File: src/rtl/inst_fetch_unit.sv
// inst_fetch_unit: instruction prefetcher. On each permit edge it issues one
// Avalon-MM burst read of BURST_LENGTH words into a first-word-fall-through
// instruction FIFO. The CPU retires the head entry with i_inst_complete, and
// i_jump redirects both fetch and PC.
// Optional feature: define FETCH_TIMEOUT_EN to abort stalled bursts after 255
// idle cycles in REQ/DATA and pulse o_fetch_error.
// Legal parameters: BURST_LENGTH 1..8; FIFO_DEPTH a power of 2, >= BURST_LENGTH.

`ifndef BURST_LENGTH
`define BURST_LENGTH 4
`endif

module inst_fetch_unit #(
  parameter int                   BURST_LENGTH = `BURST_LENGTH,
  parameter int                   FIFO_DEPTH   = 8,
  parameter int                   WORD_BITS    = 32,
  parameter logic [WORD_BITS-1:0] RESET_PC     = '0
) (
  input  logic                 clk,
  input  logic                 rst,
  input  logic                 i_permit_fetch,
  input  logic                 i_inst_complete,
  input  logic                 i_jump,
  input  logic [WORD_BITS-1:0] i_jump_addr,
  output logic [WORD_BITS-1:0] o_inst,
  output logic                 o_inst_valid,
  output logic                 o_empty,
  output logic                 o_fetch_complete,
  output logic [WORD_BITS-1:0] o_pc,
  output logic [WORD_BITS-1:0] o_avm_address,
  output logic                 o_avm_read,
  output logic [3:0]           o_avm_burstcount,
  input  logic                 i_avm_waitrequest,
  input  logic [WORD_BITS-1:0] i_avm_readdata,
  input  logic                 i_avm_readdatavalid,
  output logic                 o_fetch_error
);

  localparam int PTR_W = (FIFO_DEPTH > 1) ? $clog2(FIFO_DEPTH) : 1;
  localparam int CNT_W = PTR_W + 1;
  localparam logic [3:0]           LAST_BEAT  = 4'(BURST_LENGTH - 1);
  localparam logic [CNT_W-1:0]     MAX_START  = CNT_W'(FIFO_DEPTH - BURST_LENGTH);
  localparam logic [WORD_BITS-1:0] BURST_STEP = WORD_BITS'(4 * BURST_LENGTH);
  localparam logic [WORD_BITS-1:0] WORD_MASK  = ~WORD_BITS'(3);

  typedef enum logic [1:0] {IDLE, REQ, DATA, DONE} state_t;

  state_t                 state_q, state_d;
  logic                   permit_q;
  logic                   pending_q, pending_d;
  logic                   discard_q, discard_d;
  logic [3:0]             beat_cnt_q, beat_cnt_d;
  logic [WORD_BITS-1:0]   fetch_addr_q, fetch_addr_d;
  logic [WORD_BITS-1:0]   req_addr_q, req_addr_d;
  logic [WORD_BITS-1:0]   pc_q, pc_d;
  logic [PTR_W-1:0]       wr_ptr_q, wr_ptr_d;
  logic [PTR_W-1:0]       rd_ptr_q, rd_ptr_d;
  logic [CNT_W-1:0]       count_q, count_d;
  logic [WORD_BITS-1:0]   mem_q [FIFO_DEPTH];

  logic                   permit_edge;
  logic                   has_space;
  logic                   push;
  logic                   pop;
  logic                   flush;
  logic                   timeout_flush;
  logic [WORD_BITS-1:0]   jump_target;

  assign permit_edge = i_permit_fetch & ~permit_q;
  assign has_space   = (count_q <= MAX_START);
  assign jump_target = i_jump_addr & WORD_MASK;
  assign flush       = i_jump | timeout_flush;

`ifdef FETCH_TIMEOUT_EN
  logic [7:0] timer_q, timer_d;
  logic       err_q, err_d;
`endif

  // Burst FSM: start on a (possibly deferred) permit edge, request, collect beats.
  always_comb begin
    // NOTE: every signal written here gets a default first, so no path infers a latch.
    state_d       = state_q;
    pending_d     = pending_q | permit_edge;
    discard_d     = discard_q;
    beat_cnt_d    = beat_cnt_q;
    fetch_addr_d  = fetch_addr_q;
    req_addr_d    = req_addr_q;
    push          = 1'b0;
    timeout_flush = 1'b0;
`ifdef FETCH_TIMEOUT_EN
    timer_d       = 8'd0;
    err_d         = 1'b0;
`endif

    case (state_q)
      IDLE: begin
        if (pending_d && has_space) begin
          state_d    = REQ;
          pending_d  = 1'b0;
          discard_d  = 1'b0;
          beat_cnt_d = 4'd0;
          // Latch the request address so a jump cannot disturb a held request.
          req_addr_d = (i_jump ? jump_target : fetch_addr_q) & WORD_MASK;
        end
      end
      REQ: begin
        if (!i_avm_waitrequest) state_d = DATA;
      end
      DATA: begin
        if (i_avm_readdatavalid) begin
          push = !discard_q;
          if (beat_cnt_q == LAST_BEAT) begin
            beat_cnt_d = 4'd0;
            if (discard_q || i_jump) begin
              state_d = IDLE;
            end else begin
              state_d      = DONE;
              fetch_addr_d = fetch_addr_q + BURST_STEP;
            end
          end else begin
            beat_cnt_d = beat_cnt_q + 4'd1;
          end
        end
      end
      DONE: state_d = IDLE;
      default: state_d = IDLE;
    endcase

`ifdef FETCH_TIMEOUT_EN
    if (state_q == REQ || state_q == DATA) begin
      if ((state_q == REQ && !i_avm_waitrequest) ||
          (state_q == DATA && i_avm_readdatavalid)) begin
        timer_d = 8'd0;
      end else if (timer_q == 8'hFF) begin
        state_d       = IDLE;
        beat_cnt_d    = 4'd0;
        discard_d     = 1'b0;
        err_d         = 1'b1;
        timeout_flush = 1'b1;
      end else begin
        timer_d = timer_q + 8'd1;
      end
    end
`endif

    // A redirect wins over everything; beats still owed by the bus are dropped.
    if (i_jump) begin
      fetch_addr_d = jump_target;
      if (state_q == REQ || state_q == DATA) discard_d = 1'b1;
    end
    if (flush) push = 1'b0;
  end

  // FIFO pointers, occupancy and head PC.
  always_comb begin
    pop      = i_inst_complete && (count_q != '0);
    wr_ptr_d = wr_ptr_q;
    rd_ptr_d = rd_ptr_q;
    count_d  = count_q;
    pc_d     = pc_q;
    if (flush) begin
      wr_ptr_d = '0;
      rd_ptr_d = '0;
      count_d  = '0;
      if (i_jump) pc_d = jump_target;
    end else begin
      if (push) wr_ptr_d = wr_ptr_q + PTR_W'(1);
      if (pop) begin
        rd_ptr_d = rd_ptr_q + PTR_W'(1);
        pc_d     = pc_q + WORD_BITS'(4);
      end
      case ({push, pop})
        2'b10:   count_d = count_q + CNT_W'(1);
        2'b01:   count_d = count_q - CNT_W'(1);
        default: count_d = count_q;
      endcase
    end
  end

  // State registers with synchronous reset.
  always_ff @(posedge clk) begin
    if (rst) begin
      state_q      <= IDLE;
      permit_q     <= 1'b0;
      pending_q    <= 1'b0;
      discard_q    <= 1'b0;
      beat_cnt_q   <= 4'd0;
      fetch_addr_q <= RESET_PC;
      req_addr_q   <= RESET_PC & WORD_MASK;
      pc_q         <= RESET_PC;
      wr_ptr_q     <= '0;
      rd_ptr_q     <= '0;
      count_q      <= '0;
    end else begin
      // NOTE: sequential state uses <= so every flop samples pre-edge values.
      state_q      <= state_d;
      permit_q     <= i_permit_fetch;
      pending_q    <= pending_d;
      discard_q    <= discard_d;
      beat_cnt_q   <= beat_cnt_d;
      fetch_addr_q <= fetch_addr_d;
      req_addr_q   <= req_addr_d;
      pc_q         <= pc_d;
      wr_ptr_q     <= wr_ptr_d;
      rd_ptr_q     <= rd_ptr_d;
      count_q      <= count_d;
    end
  end

  // Instruction storage write port.
  always_ff @(posedge clk) begin
    // NOTE: storage is deliberately not reset; pointers and count define validity.
    if (push && !rst) mem_q[wr_ptr_q] <= i_avm_readdata;
  end

`ifdef FETCH_TIMEOUT_EN
  // Stall watchdog registers.
  always_ff @(posedge clk) begin
    if (rst) begin
      timer_q <= 8'd0;
      err_q   <= 1'b0;
    end else begin
      timer_q <= timer_d;
      err_q   <= err_d;
    end
  end
  assign o_fetch_error = err_q;
`else
  assign o_fetch_error = 1'b0;
`endif

  assign o_empty          = (count_q == '0);
  assign o_inst_valid     = !o_empty;
  assign o_inst           = mem_q[rd_ptr_q];
  assign o_pc             = pc_q;
  assign o_avm_address    = req_addr_q;
  assign o_avm_read       = (state_q == REQ);
  assign o_avm_burstcount = 4'(BURST_LENGTH);
  assign o_fetch_complete = (state_q == DONE);

endmodule

File: config.mk
export PLATFORM = sky130hd
export DESIGN_NAME = inst_fetch_unit
export DESIGN_NICKNAME = d
export VERILOG_FILES = /design/src/rtl/inst_fetch_unit.sv
export SDC_FILE = /design/constraint.sdc
export NUM_CORES = 1
export LEC_CHECK = 0
export CORE_MARGIN = 10
export CORE_UTILIZATION = 40
export CTS_CLUSTER_DIAMETER = 50
export DETAILED_ROUTE_END_ITERATION = 12
export PLACE_DENSITY = 0.58
export SKIP_CTS_REPAIR_TIMING = 1
export SKIP_LAST_GASP = 1
export SYNTH_ARGS = -nofsm -noshare
export SYNTH_HDL_FRONTEND = slang
export SYNTH_SLANG_ARGS = --single-unit
File: constraint.sdc
create_clock -name clk -period 5.8 [get_ports clk]
set_input_delay 0.87 -clock clk [delete_from_list [all_inputs] [get_ports clk]]
set_output_delay 0.87 -clock clk [all_outputs]
set_load 0.02 [all_outputs]
Word level (Yosys, flattened, before mapping). Memories as Yosys holds them, arrays and structs flattened. A register that Yosys moved wholly into a read port is not among the register bits. Cells that the tools add are included.

Flip-flop bits (word level): 113. Bits in latches: 0. Bits in writable memories: 256. ROM bits: 0. Input bits: 71. Output and inout bits: 105. Logic and storage cells: 92. Memories kept: 1.

Add/sub/neg operators: 7. Multiply operators: 0. Div/mod/pow operators: 0. $lt $le $gt $ge: 1. Eq/ne operators: 11. Shift operators: 0. Multiplexer cells: 32. Bitwise logic cells: 4. Reductions and logical operators: 23.

Memory list: mem_q (words 8, width 32, read ports 1, clocked after memory_dff 1, write ports 1, line 59) `logic [WORD_BITS-1:0] mem_q [FIFO_DEPTH];`.

Operators by type and width (number): $mux W32 (8); $add A32 B3 Y32 const B (1); $add A32 B5 Y32 const B (1); $pmux W4 S2 (2); $mux W4 (3); $reduce_and A4 Y1 (3); $reduce_bool A2 Y1 (6); $mux W1 (11); $mux W2 (5); $ne A2 B2 Y1 const B (5); $add A4 B1 Y4 const B (2); $pmux W2 S4 (1); $add A3 B1 Y3 const B (2); $eq A2 B2 Y1 const B (3); $mux W3 (2); $eq A2 B1 Y1 const B (2); $eq A4 B2 Y1 const B (1); $le A4 B3 Y1 const B (1); $logic_not A4 Y1 (1); $reduce_bool A4 Y1 (1); $sub A4 B1 Y4 const B (1); $logic_and A1 B1 Y1 (3); $logic_not A1 Y1 (3); $reduce_and A3 Y1 (1); 7 further kinds (9).

Depth between registers and ports, before layout. Gate-level depths: netlist (run 1).

Word-level depth: 8. Gate-level depth with buffers: 13. Gate-level depth less buffers: 12.

Least setup slack after synthesis (run 1). OpenSTA, ideal clock, no wires.

Path kind: input-to-reg. Start: input port i_avm_readdatavalid. End: memory mem_q[0][0], enable pin. Library setup time: 0.461 ns. Data arrival time: 3.925 ns. Required time: 5.339 ns. Setup slack: 1.413 ns. Stages: 5. Buffers on the path: 0. Cell sequence: nand3b_1 > nor2_1 > inv_1 > or3_1 > nor3_1.

Word-level cells in the longest chain between the ends: 6.

RTL lines: start, declared (line 35) `input logic i_avm_readdatavalid,`; $mux W1 (line 110) `if (i_avm_readdatavalid) begin`; $mux W1 (line 95) `case (state_q)`; $mux W1 (line 151) `if (flush) push = 1'b0;`; $logic_and A1 B1 Y1 (line 213) `if (push && !rst) mem_q[wr_ptr_q] <= i_avm_readdata;`; $mux W1 (line 213); $mux W1 (not written as such) (line 213); end, declared (line 59).

Every way passes these cells.

==> impl_metrics.csv, run 1 <==
group,metric,value,unit
outcome,status,"finished clean",
setup_path,cp_data_arrival_time,3.31,ns
power_and_ir_drop,power_frac_comb,11.9,%
clock_tree,clk_path_buf_depth,3,
synthesis,synth_top_area_share,50.2,%
grt,grt_pass1_vias,9364,
clock_tree,cts.clk_slew.worst_paths,0.06,ns
setup_path,path_buf_inv,2,
setup_path,slowest_delay,0.98,ns
drt,drc,0,
setup_path,critPathMaxFanout,47,
timing,period_share,72.1,%
clock_tree,cts_sinks,368,
power_and_ir_drop,p_int,4830,uW
setup_path,worstSetupPathDepth,4,
synthesis,yosysTopAreaCell,"edfxtp_1",
clock_tree,clk_latency,0.55,ns
clock_tree,ctsRootBufferMaster,"clkbuf_16",
timing,worst_pin_slew,1.06,ns
timing,rsz0062_at_grt,"no",
setup_path,end_kind,"output port",
die,die_w,216,um
setup_path,crit_type,"register to output port",
power_and_ir_drop,p_leak,0.00622,uW
clock_tree,cts_tree,"built",
timing,worst_slew_margin_rel,29.5,%
power_and_ir_drop,power_frac_clock,41.4,%
finish,drive_gt1_share,16.9,%
setup_path,slowest_stage,"dfxtp_4",
drt,wirelength,36000,um
power_and_ir_drop,powerDensity,340,nW/um^2
grt,grt_antenna_before_repair,4,
synthesis,ys_async_sr_fraction,0,%
hold_path,worstHoldStart,"rd_ptr_q[1]$_SDFFE_PP0P_",
drt,dr.pass1.iters,5,
drt,routedWlPerCell,20.5,um
grt,grt.total_usage,15.3,%
setup_path,worstReg2RegStart,"state_q[0]$_SDFFE_PP0P_",
setup_path,worstSetupEndpoint,"o_inst[25]",
die,rows,71,
place,numPortBuffers,164,
grt,grt_first_pass_wirelength,56300,um
synthesis,ys_ff_latch,368,
timing,drv_slew,0,
place,dpl.hpwl,23600,um
synthesis,synthesis.area,15300,um^2
finish,final_cell_mix,"256 x edfxtp_1, 162 x clkdlybuf4s50_1, 109 x dfxtp_1",
die,pin_count,176,
hold_path,min_path_type,"register to register",
flow_run,max_cap_viol_count,0,
drt,vias,9101,
clock_tree,htree_levels,2,
synthesis,yosysWarningCount,0,
finish,area_delta_synth_final,23.6,%
setup_path,r2r_cells,8,
clock_tree,numCtsBuffers,43,
timing,hold_viol_final,0,
drt,drt-initial-drc-count,463,
synthesis,synth.area.top_cells,"edfxtp_1 50%, dfxtp_1 15%, mux4_2 9.4%",
synthesis,synth-edff-count,256,
finish,stdcell_area,18900,um^2
finish,fill_cells,3226,
synthesis,synth_flop_cell,"edfxtp_1",
timing,setup_violations,0,
setup_path,rr_endpoint,"mem_q[6][17]$_DFFE_PP_",
timing,max_freq,239,MHz
timing,finalSetupTns,0,ns
place,gp_congestion,0.767,
drt,routed_via_density,5.17,
setup_path,critical_path.cell_chain,"buf_4, mux4_2, mux2_2, clkdlybuf4s50_1",
grt,grt_max_degree,66,
grt,grt-ovfl-total,0,
power_and_ir_drop,power_switching,1610,uW
synthesis,avgSynthCellArea,14.8,um^2
place,place_area,17500,um^2
die,dieArea,46500,um^2
die,floorplan.initialDensity,40.6,%
setup_path,required,4.93,ns
finish,nNetsFinal,1294,
synthesis,yosysUniqueCellTypes,63,
power_and_ir_drop,p_sw_share,25.0,%
power_and_ir_drop,ir_drop,209,uV
setup_path,crit_family,"flip-flops",
synthesis,synthCells,1037,
power_and_ir_drop,seqPwrFrac,46.7,%
timing,fin_crit,4.18,ns
drt,ant_nets,0,
setup_path,reg2reg_slack,2.41,ns
setup_path,cp-start-kind,"register",
die,die_h,216,um
finish,final_common_cell,"edfxtp_1",
die,core-area,37800,um^2
synthesis,seq_area_frac_synth,64.8,%
timing,skew,0.0271,ns
worst min-delay path: stages (launching register included):
cell and delay [ns]:
dfxtp_1 0.31, nand2_1 0.05, a21oi_1 0.07
worst min path at each step:
| stage | end | depth (start not counted) |
|---|---|---|
| finish | register | 2 |
| global route | o_avm_address[11]$_SDFFE_PP0P_ | 2 |
| CTS | pending_q$_SDFF_PP0_ | 2 |
| detailed placement | pending_q$_SDFF_PP0_ | 2 |
| global placement | pending_q$_SDFF_PP0_ | 2 |
| floorplan | pending_q$_SDFF_PP0_ | 2 |
layer usage:
metal  part of all wire, %  vias to the layer above  track usage, %
li1                      -                     4293               -
met1                    44                     4535            19.5
met2                    48                      218            25.3
met3                   6.8                       51            4.29
met4                   1.6                        4            3.52
met5                 0.075                        -               0
power groups by stage:
| stage | clock (uW) | combinational (uW) | sequential [uW] |
|---|---|---|---|
| CTS | 2720 | 777 | 3010 |
| global route | 2830 | 839 | 3020 |
| floorplan | 0 | 336 | 3140 |
| detailed placement | 0 | 773 | 3060 |
| global placement | 0 | 766 | 3060 |
| finish | 2670 | 765 | 3010 |
synth_stat cells (all sizes together) (4+ instances only):
library cell / n
a211oi: 35
a21boi: 41
a21oi: 42
and2: 4
and3: 8
buf: 24
clkbuf: 36
dfxtp: 112
edfxtp: 256
ha: 13
inv: 37
mux2: 32
mux2i: 31
mux4: 64
nand2: 41
nand2b: 5
nand3: 24
nand4: 18
nor2: 65
nor3: 15
nor4: 15
o21a: 6
o21ai: 7
o31a: 5
xnor2: 33
xor2: 25
state kept, by name, summed over array words and instances (netlist names), named ones only:
signal and cells:
fetch_addr_q 30, wr_ptr_q 3, pending_q 1, state_q 2, permit_q 1, mem_q 256, o_pc 30, rd_ptr_q 3
o_avm_address 30, discard_q 1, beat_cnt_q 4, count_q 4
layout make-up:
| type | instances | area (um^2) | share of cell area (%) |
|---|---|---|---|
| Sequential cell | 368 | 9940 | 52.5 |
| Multi-Input combinational cell | 576 | 5040 | 26.6 |
| Timing Repair Buffer | 183 | 1770 | 9.37 |
| Clock buffer | 48 | 1110 | 5.89 |
| Tap cell | 511 | 639 | 3.38 |
| Clock inverter | 32 | 290 | 1.53 |
| Inverter | 38 | 143 | 0.753 |
| Antenna cell | 3 | 7.51 | 0.0396 |
stage by stage:
step | power (uW) | setup WS (ns) | hold WS, ns | instances | utilization, %
3_5_place_dp | 3830 | 1.76 | 0.465 | 1676 | 46.4
2_1_floorplan | 3480 | 1.41 | 0.441 | 1044 | -
5_1_grt | 6690 | 1.35 | 0.513 | 1756 | 50.1
3_3_place_gp | 3830 | 1.80 | 0.453 | 1676 | 46.4
6_report | 6440 | 1.62 | 0.476 | 1759 | 50.2
4_1_cts | 6510 | 1.50 | 0.478 | 1756 | 50.1
cells by family (layout without fill, tap and decap cells):
group,Yosys count,after routing,share of synthesized area (%)
adder cells (fa/ha/maj),13,13,1.06
XOR/XNOR,58,58,3.32
other,2,12,0.0490
multiplexers,127,127,13.8
AND/OR/NAND/NOR,216,216,7.22
AO/OA/AOI/OAI,153,153,6.86
flip-flops,368,368,64.8
buffers and inverters,100,301,2.91
Note: power is estimated with default switching activity, not from simulation.
==> inputs of run 2 (changes only) <==
- PLACE_DENSITY: 0.58 -> 0.6
- clock period: 5.8 -> 3.7 ns (I/O delays scaled with it)
==> impl_metrics.csv, run 2 (synthesis results as in run 1) <==
group,metric,value,unit
outcome,status,"finished clean",
finish,area_delta_synth_final,23.9,%
timing,fin_crit,3.34,ns
clock_tree,clk_path_buf_depth,3,
setup_path,worstReg2RegStart,"state_q[0]$_SDFFE_PP0P_",
setup_path,worstSetupEndpoint,"o_inst[26]",
drt,drc,0,
die,floorplan.initialDensity,40.6,%
grt,grt-ovfl-total,0,
drt,wirelength,35800,um
timing,rsz0062_at_grt,"no",
setup_path,cp_data_arrival_time,2.78,ns
clock_tree,cts.clk_slew.worst_paths,0.06,ns
drt,drt-initial-drc-count,627,
setup_path,reg2reg_slack,0.85,ns
finish,final_cells,1754,
finish,largest_register_ffs,256,
finish,final_cell_mix,"256 x edfxtp_1, 162 x clkdlybuf4s50_1, 110 x dfxtp_1",
grt,grt_antenna_before_repair,2,
grt,grt_max_degree,75,
clock_tree,htree_levels,2,
drt,routedWlPerCell,20.4,um
timing,max_freq,300,MHz
drt,dr.pass1.iters,4,
timing,worst_pin_slew,0.939,ns
power_and_ir_drop,p_leak,0.00621,uW
place,dpl.hpwl,22800,um
grt,grt.total_usage,15.2,%
place,gp_congestion,0.789,
setup_path,rr_endpoint,"count_q[2]$_SDFFE_PP0P_",
drt,met3RoutedLength,2490,um
timing,setup_violations,0,
clock_tree,numCtsBuffers,42,
setup_path,critPathMaxFanout,13,
place,place_area,17700,um^2
die,dieArea,46500,um^2
setup_path,end_kind,"output port",
drt,routed_via_density,5.19,
flow_run,max_cap_viol_count,0,
die,rows,71,
power_and_ir_drop,ir_drop,440,uV
clock_tree,ctsRootBufferMaster,"clkbuf_16",
setup_path,cp-start-kind,"register",
timing,finalSetupTns,0,ns
timing,drv_slew,0,
drt,vias,9103,
timing,worst_slew_margin_rel,37.4,%
finish,top_register,"mem_q",
setup_path,crit_type,"register to output port",
finish,stdcell_area,19000,um^2
clock_tree,cts_tree,"built",
place,dp_cells,1681,
finish,nNetsFinal,1298,
setup_path,required,3.14,ns
drt,dr.max_layer_used,"met5",
die,core-area,37800,um^2
die,die_w,216,um
finish,drive_gt1_share,16.6,%
drt,ant_nets,0,
timing,skew,0.0195,ns
clock_tree,clk_latency,0.55,ns
timing,hold_slack,0.440,ns
finish,final_common_cell,"edfxtp_1",
timing,hold_viol_final,0,
clock_tree,cts_sinks,368,
grt,grt_pass1_vias,9333,
timing,period_share,90.2,%
grt,grt_first_pass_wirelength,55600,um
hold_path,min_path_type,"input port to register",
drt,wl_met1,15600,um
die,pin_count,176,
setup_path,r2r_cells,12,
power_and_ir_drop,powerDensity,520,nW/um^2
die,die_h,216,um
drt,wl_met2,17100,um
place,numPortBuffers,164,
-- run 2: cell types whose count changed in the layout (fill, tap and decap cells not counted), sizes merged, moves of 2 or more --
cell | previous run | this run
clkbuf | 48 | 50
diode | 3 | 1
clkinv | 19 | 15
inv | 44 | 40
buf | 21 | 26
-- run 2: layer usage --
layer  up-vias  track usage (%)
met2       241             24.4
met5         -                0
met1      4511             19.8
met3        47             4.07
met4         2             4.34
li1       4302                -
-- run 2: worst min path at each step --
stage | cells after the start | end | slack, ns | start
2_1_floorplan | 2 | pending_q$_SDFF_PP0_ | 0.44 | pending_q$_SDFF_PP0_
3_3_place_gp | 2 | pending_q$_SDFF_PP0_ | 0.45 | pending_q$_SDFF_PP0_
3_5_place_dp | 2 | pending_q$_SDFF_PP0_ | 0.47 | pending_q$_SDFF_PP0_
4_1_cts | 4 | fetch_addr_q[23]$_SDFFE_PP0P_ | 0.42 | i_jump
5_1_grt | 4 | fetch_addr_q[25]$_SDFFE_PP0P_ | 0.44 | i_jump
6_report | 4 | fetch_addr_q[23]$_SDFFE_PP0P_ | 0.44 | i_jump
-- run 2: layout make-up --
class	instances	area, um^2
antenna	1	2.50
sequential	368	9930
fill	3257	18800
tap	511	639
multi-input combinational	576	5050
inverter	38	143
timing repair buffer	188	1900
clock inverter	22	211
clock buffer	50	1110
-- run 2: power by group --
group | internal (uW) | switching, uW | leakage, uW
Combinational | 532 | 664 | 0.00234
Sequential | 4570 | 143 | 0.00323
Clock | 2350 | 1610 | 0.000647
Total | 7460 | 2420 | 0.00621
-- run 2: critical path: stages, from the launching register on --
cell and delay [ns]:
dfxtp_4 0.53, buf_4 0.32, mux4_2 0.54, mux2_2 0.31
clkdlybuf4s50_1 0.55
-- run 2: metrics by stage --
| step | power [uW] | worst slack [ns] | utilization (%) |
|---|---|---|---|
| 3_3_place_gp | 5990 | 0.566 | 46.8 |
| 6_report | 9880 | 0.363 | 50.3 |
| 3_5_place_dp | 6000 | 0.562 | 46.8 |
| 2_1_floorplan | 5450 | 0.197 | - |
| 4_1_cts | 10000 | 0.263 | 50.3 |
| 5_1_grt | 10300 | 0.182 | 50.3 |
